--- config.mk ---
export PLATFORM = sky130hd
export DESIGN_NAME = grid_raster_scanner
export DESIGN_NICKNAME = d
export VERILOG_FILES = /design/src/rtl/grid_raster_scanner.sv
export SDC_FILE = /design/constraint.sdc
export NUM_CORES = 1
export LEC_CHECK = 0
export CAP_MARGIN = 5
export CORE_MARGIN = 3
export CORE_UTILIZATION = 55
export DETAILED_ROUTE_END_ITERATION = 6
export GPL_TIMING_DRIVEN = 0
export PLACE_DENSITY = 0.86
export SETUP_SLACK_MARGIN = 0.2
export SYNTH_ARGS = -nofsm -noshare
export SYNTH_HDL_FRONTEND = slang
export SYNTH_SLANG_ARGS = --single-unit
--- constraint.sdc ---
create_clock -name clk -period 6.4 [get_ports clk]
set_input_delay 1.28 -clock clk [delete_from_list [all_inputs] [get_ports clk]]
set_output_delay 1.28 -clock clk [all_outputs]
set_load 0.01 [all_outputs]
--- src/rtl/grid_raster_scanner.sv ---
// Grid coordinate scanner: walks a sizeX x sizeY grid with a valid/ready stream.
// Define GRID_SCAN_SERPENTINE_EN for boustrophedon order; raster order otherwise.
module grid_raster_scanner (
    input  logic        clk,
    input  logic        rst,
    input  logic        start,
    input  logic [13:0] in_sizestring,
    input  logic        out_ready,
    output logic        out_valid,
    output logic [6:0]  out_x,
    output logic [6:0]  out_y,
    output logic [13:0] out_index,
    output logic        out_last,
    output logic        busy,
    output logic        done,
    output logic        err_size
);

    typedef enum logic [1:0] {
        IDLE = 2'd0,
        SCAN = 2'd1,
        DONE = 2'd2
    } state_t;

    state_t      state_q;
    logic [6:0]  sx_q, sy_q;
    logic [6:0]  x_q, y_q, x_d, y_d;
    logic [13:0] idx_q, idx_d;
    logic        done_q, err_q;
    logic        row_end;
    logic        last_cell;
    logic [6:0]  sx_in, sy_in;

    assign sx_in = in_sizestring[6:0];
    assign sy_in = in_sizestring[13:7];

`ifdef GRID_SCAN_SERPENTINE_EN
    logic odd_row;
    assign odd_row = y_q[0];

    // Odd rows run right-to-left; a turn keeps x and steps one full row.
    always_comb begin
        x_d     = x_q;
        y_d     = y_q;
        idx_d   = idx_q;
        row_end = odd_row ? (x_q == 7'd0) : (x_q == sx_q - 7'd1);
        if (row_end) begin
            y_d   = y_q + 7'd1;
            idx_d = idx_q + {7'd0, sx_q};
        end else if (odd_row) begin
            x_d   = x_q - 7'd1;
            idx_d = idx_q - 14'd1;
        end else begin
            x_d   = x_q + 7'd1;
            idx_d = idx_q + 14'd1;
        end
    end
`else
    always_comb begin
        row_end = (x_q == sx_q - 7'd1);
        x_d     = row_end ? 7'd0 : x_q + 7'd1;
        y_d     = row_end ? y_q + 7'd1 : y_q;
        idx_d   = idx_q + 14'd1;
    end
`endif

    assign last_cell = row_end && (y_q == sy_q - 7'd1);

    always_ff @(posedge clk) begin
        if (rst) begin
            state_q <= IDLE;
            sx_q    <= 7'd0;
            sy_q    <= 7'd0;
            x_q     <= 7'd0;
            y_q     <= 7'd0;
            idx_q   <= 14'd0;
            done_q  <= 1'b0;
            err_q   <= 1'b0;
        end else begin
            done_q <= 1'b0;
            err_q  <= 1'b0;
            unique case (state_q)
                IDLE: begin
                    if (start) begin
                        sx_q <= sx_in;
                        sy_q <= sy_in;
                        if (sx_in == 7'd0 || sy_in == 7'd0) begin
                            err_q <= 1'b1;
                        end else begin
                            state_q <= SCAN;
                            x_q     <= 7'd0;
                            y_q     <= 7'd0;
                            idx_q   <= 14'd0;
                        end
                    end
                end
                SCAN: begin
                    if (out_ready) begin
                        if (last_cell) begin
                            state_q <= DONE;
                            done_q  <= 1'b1;
                        end else begin
                            x_q   <= x_d;
                            y_q   <= y_d;
                            idx_q <= idx_d;
                        end
                    end
                end
                DONE: begin
                    state_q <= IDLE;
                end
                default: begin
                    state_q <= IDLE;
                end
            endcase
        end
    end

    assign out_valid = (state_q == SCAN);
    assign out_x     = x_q;
    assign out_y     = y_q;
    assign out_index = idx_q;
    assign out_last  = (state_q == SCAN) && last_cell;
    assign busy      = (state_q != IDLE);
    assign done      = done_q;
    assign err_size  = err_q;

endmodule

* Word level (Yosys, flattened, before mapping)
Index checks and enable logic that the tools add are counted.
** Word-level totals
- Bits in registers :: 46
- Latch bits :: 0
- RAM bits :: 0
- Bits in read-only memories :: 0
- Output and inout port bits :: 33
- Word-level logic and storage cells :: 62
- Memories :: 0
** Cells by class
- Add/sub/neg operators :: 5
- Multiply operators :: 0
- Div/mod/pow operators :: 0
- $lt $le $gt $ge :: 0
- Equal/unequal tests :: 9
- Shifts and indexed selects :: 0
- Multiplexer cells :: 22
- Bitwise gates (word level) :: 4
- Reduce and logical (&&, ||, !) cells :: 14
** Operator list (count)
- $mux W14 :: 4
- $mux W7 :: 8
- $pmux W14 S2 :: 1
- $pmux W7 S2 :: 2
- $add A14 B1 Y14 const B :: 1
- $add A7 B1 Y7 const B :: 2
- $eq A7 B7 Y1 :: 2
- $logic_not A7 Y1 :: 2
- $sub A7 B1 Y7 const B :: 2
- $mux W2 :: 4
- $ne A2 B2 Y1 const B :: 4
- $reduce_and A6 Y1 :: 1
- $reduce_or A3 Y1 :: 2
- $reduce_and A5 Y1 :: 1
- $ne A2 B1 Y1 const B :: 2
- $not A1 Y1 :: 4
- $pmux W2 S2 :: 1
- $reduce_and A4 Y1 :: 1
- $reduce_bool A2 Y1 :: 2
- $eq A2 B1 Y1 const B :: 1
- $logic_and A1 B1 Y1 :: 2
- $logic_not A2 Y1 :: 1
- $mux W1 :: 2
- $reduce_and A2 Y1 :: 1
- $logic_or A1 B1 Y1 :: 1

* Logic depth before layout (Yosys ltp)
Gate-level depths: netlist of run 1.
- Word-level depth :: 6
- Depth in mapped cells :: 12
- Depth with buffers taken out :: 9

* Least setup slack after synthesis of run 1
Ideal clock, no wire load.
- Path type :: register to output
- From :: reg sy_q[0]
- To :: out out_last
- Arrival time :: 2.117 ns
- Slack :: 3.003 ns
- Stages on the path, launching flop included :: 10
- Path buffers :: 2
- Path through :: dfxtp_1 -> inv_1 -> ha_1 -> clkbuf_1 -> o21ba_2 -> a22oi_1 -> o2111ai_1 -> a2111oi_1 -> and2_2 -> clkbuf_1
** Between the ends
- Longest elaborated chain between the ends :: 4
** RTL lines
- from (decl) :: RTL line 26 : logic [6:0] sx_q, sy_q;
- from (signal assigned) :: RTL line 86 : sy_q <= sy_in;
- $sub A7 B1 Y7 :: RTL line 67 : assign last_cell = row_end && (y_q == sy_q - 7'd1);
- $eq A7 B7 Y1 :: RTL line 67
- $logic_and A1 B1 Y1 :: RTL line 67
- $logic_and A1 B1 Y1 :: RTL line 123 : assign out_last = (state_q == SCAN) && last_cell;
- to (decl) :: RTL line 13 : output logic out_last,
Every way passes these cells.

* Worst setup path in the final report of run 1
Same ends and word-level chain as after synthesis.

==> results of run 1 <==
worst min-delay path by stage:
stage / slack (ps) / endpoint / from
6_report: 480 / sx_q[1] / sx_q[1]
5_1_grt: 520 / out_index[12] / out_index[12]
4_1_cts: 480 / sx_q[1] / sx_q[1]
3_5_place_dp: 470 / sx_q[1] / sx_q[1]
3_3_place_gp: 460 / sy_q[5] / sy_q[5]
2_1_floorplan: 450 / sx_q[6] / sx_q[6]
cells in the final DEF, fill, tap and decap left out, types with 2 or more instances in the layout:
master,netlist,layout
o21ai_0,21,21
clkbuf_8,0,6
nor4_1,3,3
dfxtp_1,46,46
or2_2,3,3
a22oi_1,2,2
or3_2,7,7
or3_1,7,7
mux2i_1,2,2
nand3_1,16,16
nand4_1,5,5
xnor2_1,9,9
ha_1,5,5
clkbuf_1,9,10
nand2_1,46,46
nor2_1,13,13
nor3_1,11,11
xor2_1,6,6
or4_1,5,5
clkdlybuf4s50_1,0,49
nand4b_1,3,3
o211ai_1,6,6
and3_1,8,8
o31ai_1,8,8
inv_1,10,10
a21oi_1,39,39
buf_2,2,2
flip-flops by register name, summed over array words and instances, names as in the netlist:
signal and cells:
state_q 2, sx_q 7, out_x 7, sy_q 7
out_y 7, out_index 14, done 1, err_size 1
cells by family (layout without fill, tap and decap cells):
| family | after synthesis | in the layout | synth area share (%) |
|---|---|---|---|
| DFF | 46 | 46 | 37.0 |
| xor gates and xnor gates | 16 | 16 | 6.23 |
| and+or+nand+nor | 133 | 133 | 27.4 |
| buffers and inverters | 26 | 83 | 4.73 |
| adders and majority gates | 5 | 5 | 2.51 |
| muxes | 2 | 2 | 0.804 |
| AOI/OAI and AO/OA | 88 | 88 | 21.3 |
power groups by stage:
stage / clock network (mW) / logic, mW / registers (mW)
after floorplan: 0 / 0.0598 / 0.306
after global placement: 0 / 0.0870 / 0.307
after detailed placement: 0 / 0.0892 / 0.307
after CTS: 0.186 / 0.0900 / 0.301
after global routing: 0.199 / 0.0999 / 0.302
final: 0.183 / 0.0900 / 0.301
per-layer routing:
metal | vias up | routed length (microns) | global-route usage, %
met5 | - | 0 | 0
met4 | 0 | 48 | 7.99
met3 | 5 | 423 | 3.42
met2 | 94 | 2880 | 38.0
met1 | 1136 | 2620 | 30.9
li1 | 1256 | - | -
worst max-delay path, stage by stage (launching register included):
cell and delay, ps:
dfxtp_1 420, inv_1 70, ha_1 190, clkbuf_1 190, o21ba_2 230, a22oi_1 170
o2111ai_1 180, a2111oi_1 570, and2_2 240, clkbuf_1 250, clkdlybuf4s50_1 600
cell type report:
class / count / area, sq um / share of cell area (%)
tap: 50 / 62.6 / 2.00
timing repair buffer: 49 / 490 / 15.7
buffer: 15 / 76.3 / 2.44
multi-input combinational: 244 / 1450 / 46.3
clock buffer: 7 / 86.3 / 2.76
clock inverter: 1 / 5.00 / 0.160
inverter: 11 / 41.3 / 1.32
sequential: 46 / 921 / 29.4
==> results_dict.tcl, run 1 <==
set metrics [dict create \
    setup_tns_ps 0 \
    worstHoldPathType "reg2reg" \
    ioPinCount 51 \
    tightest_slew_ps 726 \
    worstSetupStartpointType "flop" \
    final_util_pct 75.1 \
    async_flop_share_pct 0 \
    antenna_found_initial 0 \
    vias 2491 \
    crit_path_end "out_last" \
    dp_hpwl_mm 4.52 \
    clockBufferDepth 2 \
    pwr-share-seq_pct 52.5 \
    swShare_pct 26.8 \
    power_density_mw_per_mm2 183 \
    period_minus_slack_ps 4690 \
    synth.area.top_cells "dfxtp_1, a21oi_1, nand2_1, o21ai_0, nand3_1" \
    setup_ws_ps 1710 \
    wire_per_inst_microns 14.1 \
    drc 0 \
    worstRegToRegCells 12 \
    timing.hold.ws_ps 482 \
    ant_nets 0 \
    pre_cts_ws_ps 2050 \
    synthFlopType "dfxtp_1" \
    arrival_ps 3410 \
    port_buffers 49 \
    syn_avg_cell_area_sq_um 7.88 \
    firstDrtPassIters 4 \
    cts_num_sinks 46 \
    cts_max_level 2 \
    syn_area_sq_mm 0.00249 \
    chipWidth_microns 73.3 \
    dieArea_sq_mm 0.00537 \
    holdBufCountCts 0 \
    ys_seq_elements 46 \
    initial_core_util_pct 59.6 \
    grt_pass1_wl_mm 9.92 \
    numCtsBuffers 5 \
    via_per_inst 5.89 \
    pwr-share-clk_pct 31.9 \
    synth_nets 339 \
    criticalPathCategory "reg2out" \
    gp_congestion 0.834 \
    drive_above_1_share_pct 7.51 \
    clk_latency_ps 300 \
    overflow 0 \
    hold_viol 0 \
    drv_cap 0 \
    yosysWarningCount 0 \
    worst_setup_path_end_kind "output port" \
    post-route-period-util_pct 73.3 \
    synth_common_cells "dfxtp_1, nand2_1, a21oi_1" \
    synth_area_leader_cell "dfxtp_1" \
    ff2ff_setup_slack_ps 3410 \
    rsz0062_at_grt "false" \
    design.core.area_sq_mm 0.00417 \
    reg2reg_to "out_index[11]" \
    synthCells 316 \
    final_net_count 395 \
    required_ps 5120 \
    drtIter0Drc 201 \
    power_switching_uw 154 \
    placed_cells 415 \
    power.leakage_nw 1.10 \
    finalInstanceArea_sq_mm 0.00313 \
    cts_resized 0 \
    grt_max_degree 14 \
    hold_depth 2 \
    fin_skew_ps 11.0 \
    grt_pass1_vias 2197 \
    intPower_uw 420 \
    synth_edf_count 0 \
    yosysSeqAreaShare_pct 37.0 \
    stdcell_count 423 \
    fmax_ghz 0.213 \
    finalSetupViolCount 0 \
    final-max-slew-violation-count 0 \
    irDropWorstVdd_v 0.000140 \
    slew-limit-headroom_pct 51.1 \
    r2r_start "sy_q[0]" \
    cts_tree "yes" \
    grt_usage_pct 23.2 \
    pwr-share-comb_pct 15.7 \
    postCtsSetupBuffers 0 \
    fillCellCount 350 \
    path_clk_slew_ps 90 \
    cp_max_fo 9 \
    wirelength_mm 5.97 \
    synth_top_area_share_pct 37.0 \
    rows 23 \
    fp.dieH_microns 73.3 \
    status "finished, final reports clean" \
    total_power_uw 574 \
    ys_types 49 \
    crit_path_start "sy_q[0]" \
    area_growth_pct 25.9 \
    diodes 0 \
    place_area_sq_mm 0.00304 \
    root_buffer "clkbuf_8" \
]
Power figures use the tool's default switching activity.
==> run 2, diff against run 1 <==
Settings changed: CORE_UTILIZATION 55 to 51, PLACE_DENSITY 0.86 to 0.8.
Clock period 6.4 ns to 4.7 ns, I/O delays scaled along.
==> run 2 against run 1 <==
Against the previous run:
- sequential power rose by 36%
- largest power group unchanged
- largest cell class unchanged
- non-clock buffer count did not move
- global-route usage fell by 0.69 points
- clock power rose by 40%
- clock-buffer cell count fell by 1
- first-iteration DRC count fell by 13%
- wire length rose by 2.8%
- worst setup slack got worse by 1200 ps
==> results_dict.tcl, run 2 (same netlist as run 1, synthesis figures left out) <==
set metrics [dict create \
    final_net_count 395 \
    required_ps 3760 \
    wire_per_inst_microns 14.0 \
    overflow 0 \
    design.core.area_sq_mm 0.00453 \
    grt_pass1_vias 2170 \
    postCtsSetupBuffers 0 \
    initial_core_util_pct 54.9 \
    fin_skew_ps 6.83 \
    root_buffer "clkbuf_8" \
    path_clk_slew_ps 80 \
    cts_tree "yes" \
    clockBufferDepth 2 \
    max_stage_delay_ps 600 \
    rows 24 \
    largest_reg_flops 14 \
    port_buffers 49 \
    via_per_inst 5.63 \
    cp_cell_sequence "inv_1 > ha_1 > clkbuf_1 > o21ba_2 > a22oi_1 > o2111ai_1 > a2111oi_2 > and2_2 > clkbuf_1 > clkdlybuf4s50_1" \
    grt_max_degree 15 \
    numCtsBuffers 5 \
    fp.dieH_microns 75.9 \
    ioPinCount 51 \
    clk_latency_ps 310 \
    worstHoldPathType "reg2reg" \
    antenna_found_initial 0 \
    diodes 0 \
    timing.hold.ws_ps 484 \
    post-route-period-util_pct 89.7 \
    placed_cells 430 \
    hold_depth 2 \
    irDropWorstVdd_v 0.000156 \
    dp_hpwl_mm 4.64 \
    layout_commonest_cell "clkdlybuf4s50_1" \
    drive_above_1_share_pct 8.31 \
    reg2reg_to "out_y[0]" \
    stdcell_count 438 \
    hold_viol 0 \
    drtIter0Drc 174 \
    slew-limit-headroom_pct 47.1 \
    cp_top_family "buffers and inverters" \
    crit_slowest_cell "clkdlybuf4s50_1" \
    criticalPathCategory "reg2out" \
    worst_setup_path_end_kind "output port" \
    finalSetupViolCount 0 \
    area_growth_pct 27.2 \
    rsz0062_at_grt "false" \
    grt_pass1_wl_mm 9.86 \
    setup_tns_ps 0 \
    worstRegToRegCells 10 \
    hold_end "sx_q[1]" \
    cp_max_fo 9 \
    cts_max_level 2 \
    critPathMostFrequentCell "clkbuf_1" \
    ff2ff_setup_slack_ps 1710 \
    period_minus_slack_ps 4210 \
    drv_cap 0 \
    fillCellCount 386 \
    drc 0 \
    total_power_uw 792 \
    dieArea_sq_mm 0.00575 \
    worstSetupStartpointType "flop" \
    wirelength_mm 6.14 \
    status "finished, final reports clean" \
    final-max-slew-violation-count 0 \
    r2r_start "sy_q[0]" \
    min-delay-start "sx_q[1]" \
    cts_num_sinks 46 \
    ant_nets 0 \
    chipWidth_microns 75.9 \
    power_density_mw_per_mm2 250 \
    tightest_slew_ps 785 \
    grt_usage_pct 22.5 \
    fmax_ghz 0.237 \
    mostFrequentLayoutCells "clkdlybuf4s50_1, nand2_1, dfxtp_1" \
    power.leakage_nw 1.10 \
    worst-path-buf-inv 4 \
    arrival_ps 3270 \
    gp_congestion 0.813 \
    firstDrtPassIters 4 \
    vias 2464 \
]
## run 2: final cells by class
cell class	count	area, sq um	area share (%)
sequential	46	921	29.1
inverter	11	41.3	1.30
tap	65	81.3	2.57
clock buffer	6	82.6	2.61
multi-input combinational	244	1460	46.1
clock inverter	2	12.5	0.395
timing repair buffer	49	490	15.5
buffer	15	76.3	2.41
## run 2: routing by layer
metal,global-route usage (%),wire (microns)
met2,37.3,2900
met3,4.75,315
met4,7.57,105
met1,28.9,2820
met5,0,0
## run 2: timing repair
action                                  in CTS  in global routing
resized for setup                            0                  2
hold buffers                                 0                  0
endpoints found under the setup margin       0                  1
## run 2: how the worst max path moves through the flow
| stage | start | to | slack [ps] | depth (start not counted) |
|---|---|---|---|---|
| global route | sy_q[0] | out_last | 310 | 10 |
| global placement | sy_q[0] | out_last | 790 | 10 |
| detailed placement | sy_q[0] | out_last | 730 | 10 |
| CTS | sy_q[0] | out_last | 380 | 10 |
| finish | sy_q[0] | out_last | 490 | 10 |
| floorplan | sy_q[0] | out_last | 1640 | 9 |
## run 2: metrics by stage
stage	worst slack (ps)	cell area [sq um]	util [%]
after floorplan	1640	2490	-
after global placement	787	3060	67.5
after detailed placement	732	3060	67.5
after CTS	382	3160	69.6
after global routing	311	3170	69.8
final	486	3170	69.8
## run 2: worst reg2reg max path: cells and delay by family (launching register included)
family	cells	cell delay (ps)
buf+inv	2	250
fa+ha+maj	1	190
mux	1	230
flops	1	430
compound gates	6	1820
## run 2: power by group
group	switching, mW	internal, mW	leakage (nW)	total, mW
Clock	0.139	0.118	0.0472	0.257
Sequential	0.0108	0.399	0.373	0.409
Combinational	0.0708	0.0546	0.677	0.125
==> run 3, diff against run 2 <==
Settings changed: CAP_MARGIN 5 to 20.
==> results of run 3 <==
No change in the layout: final DEF, timing and power equal those of run 2.
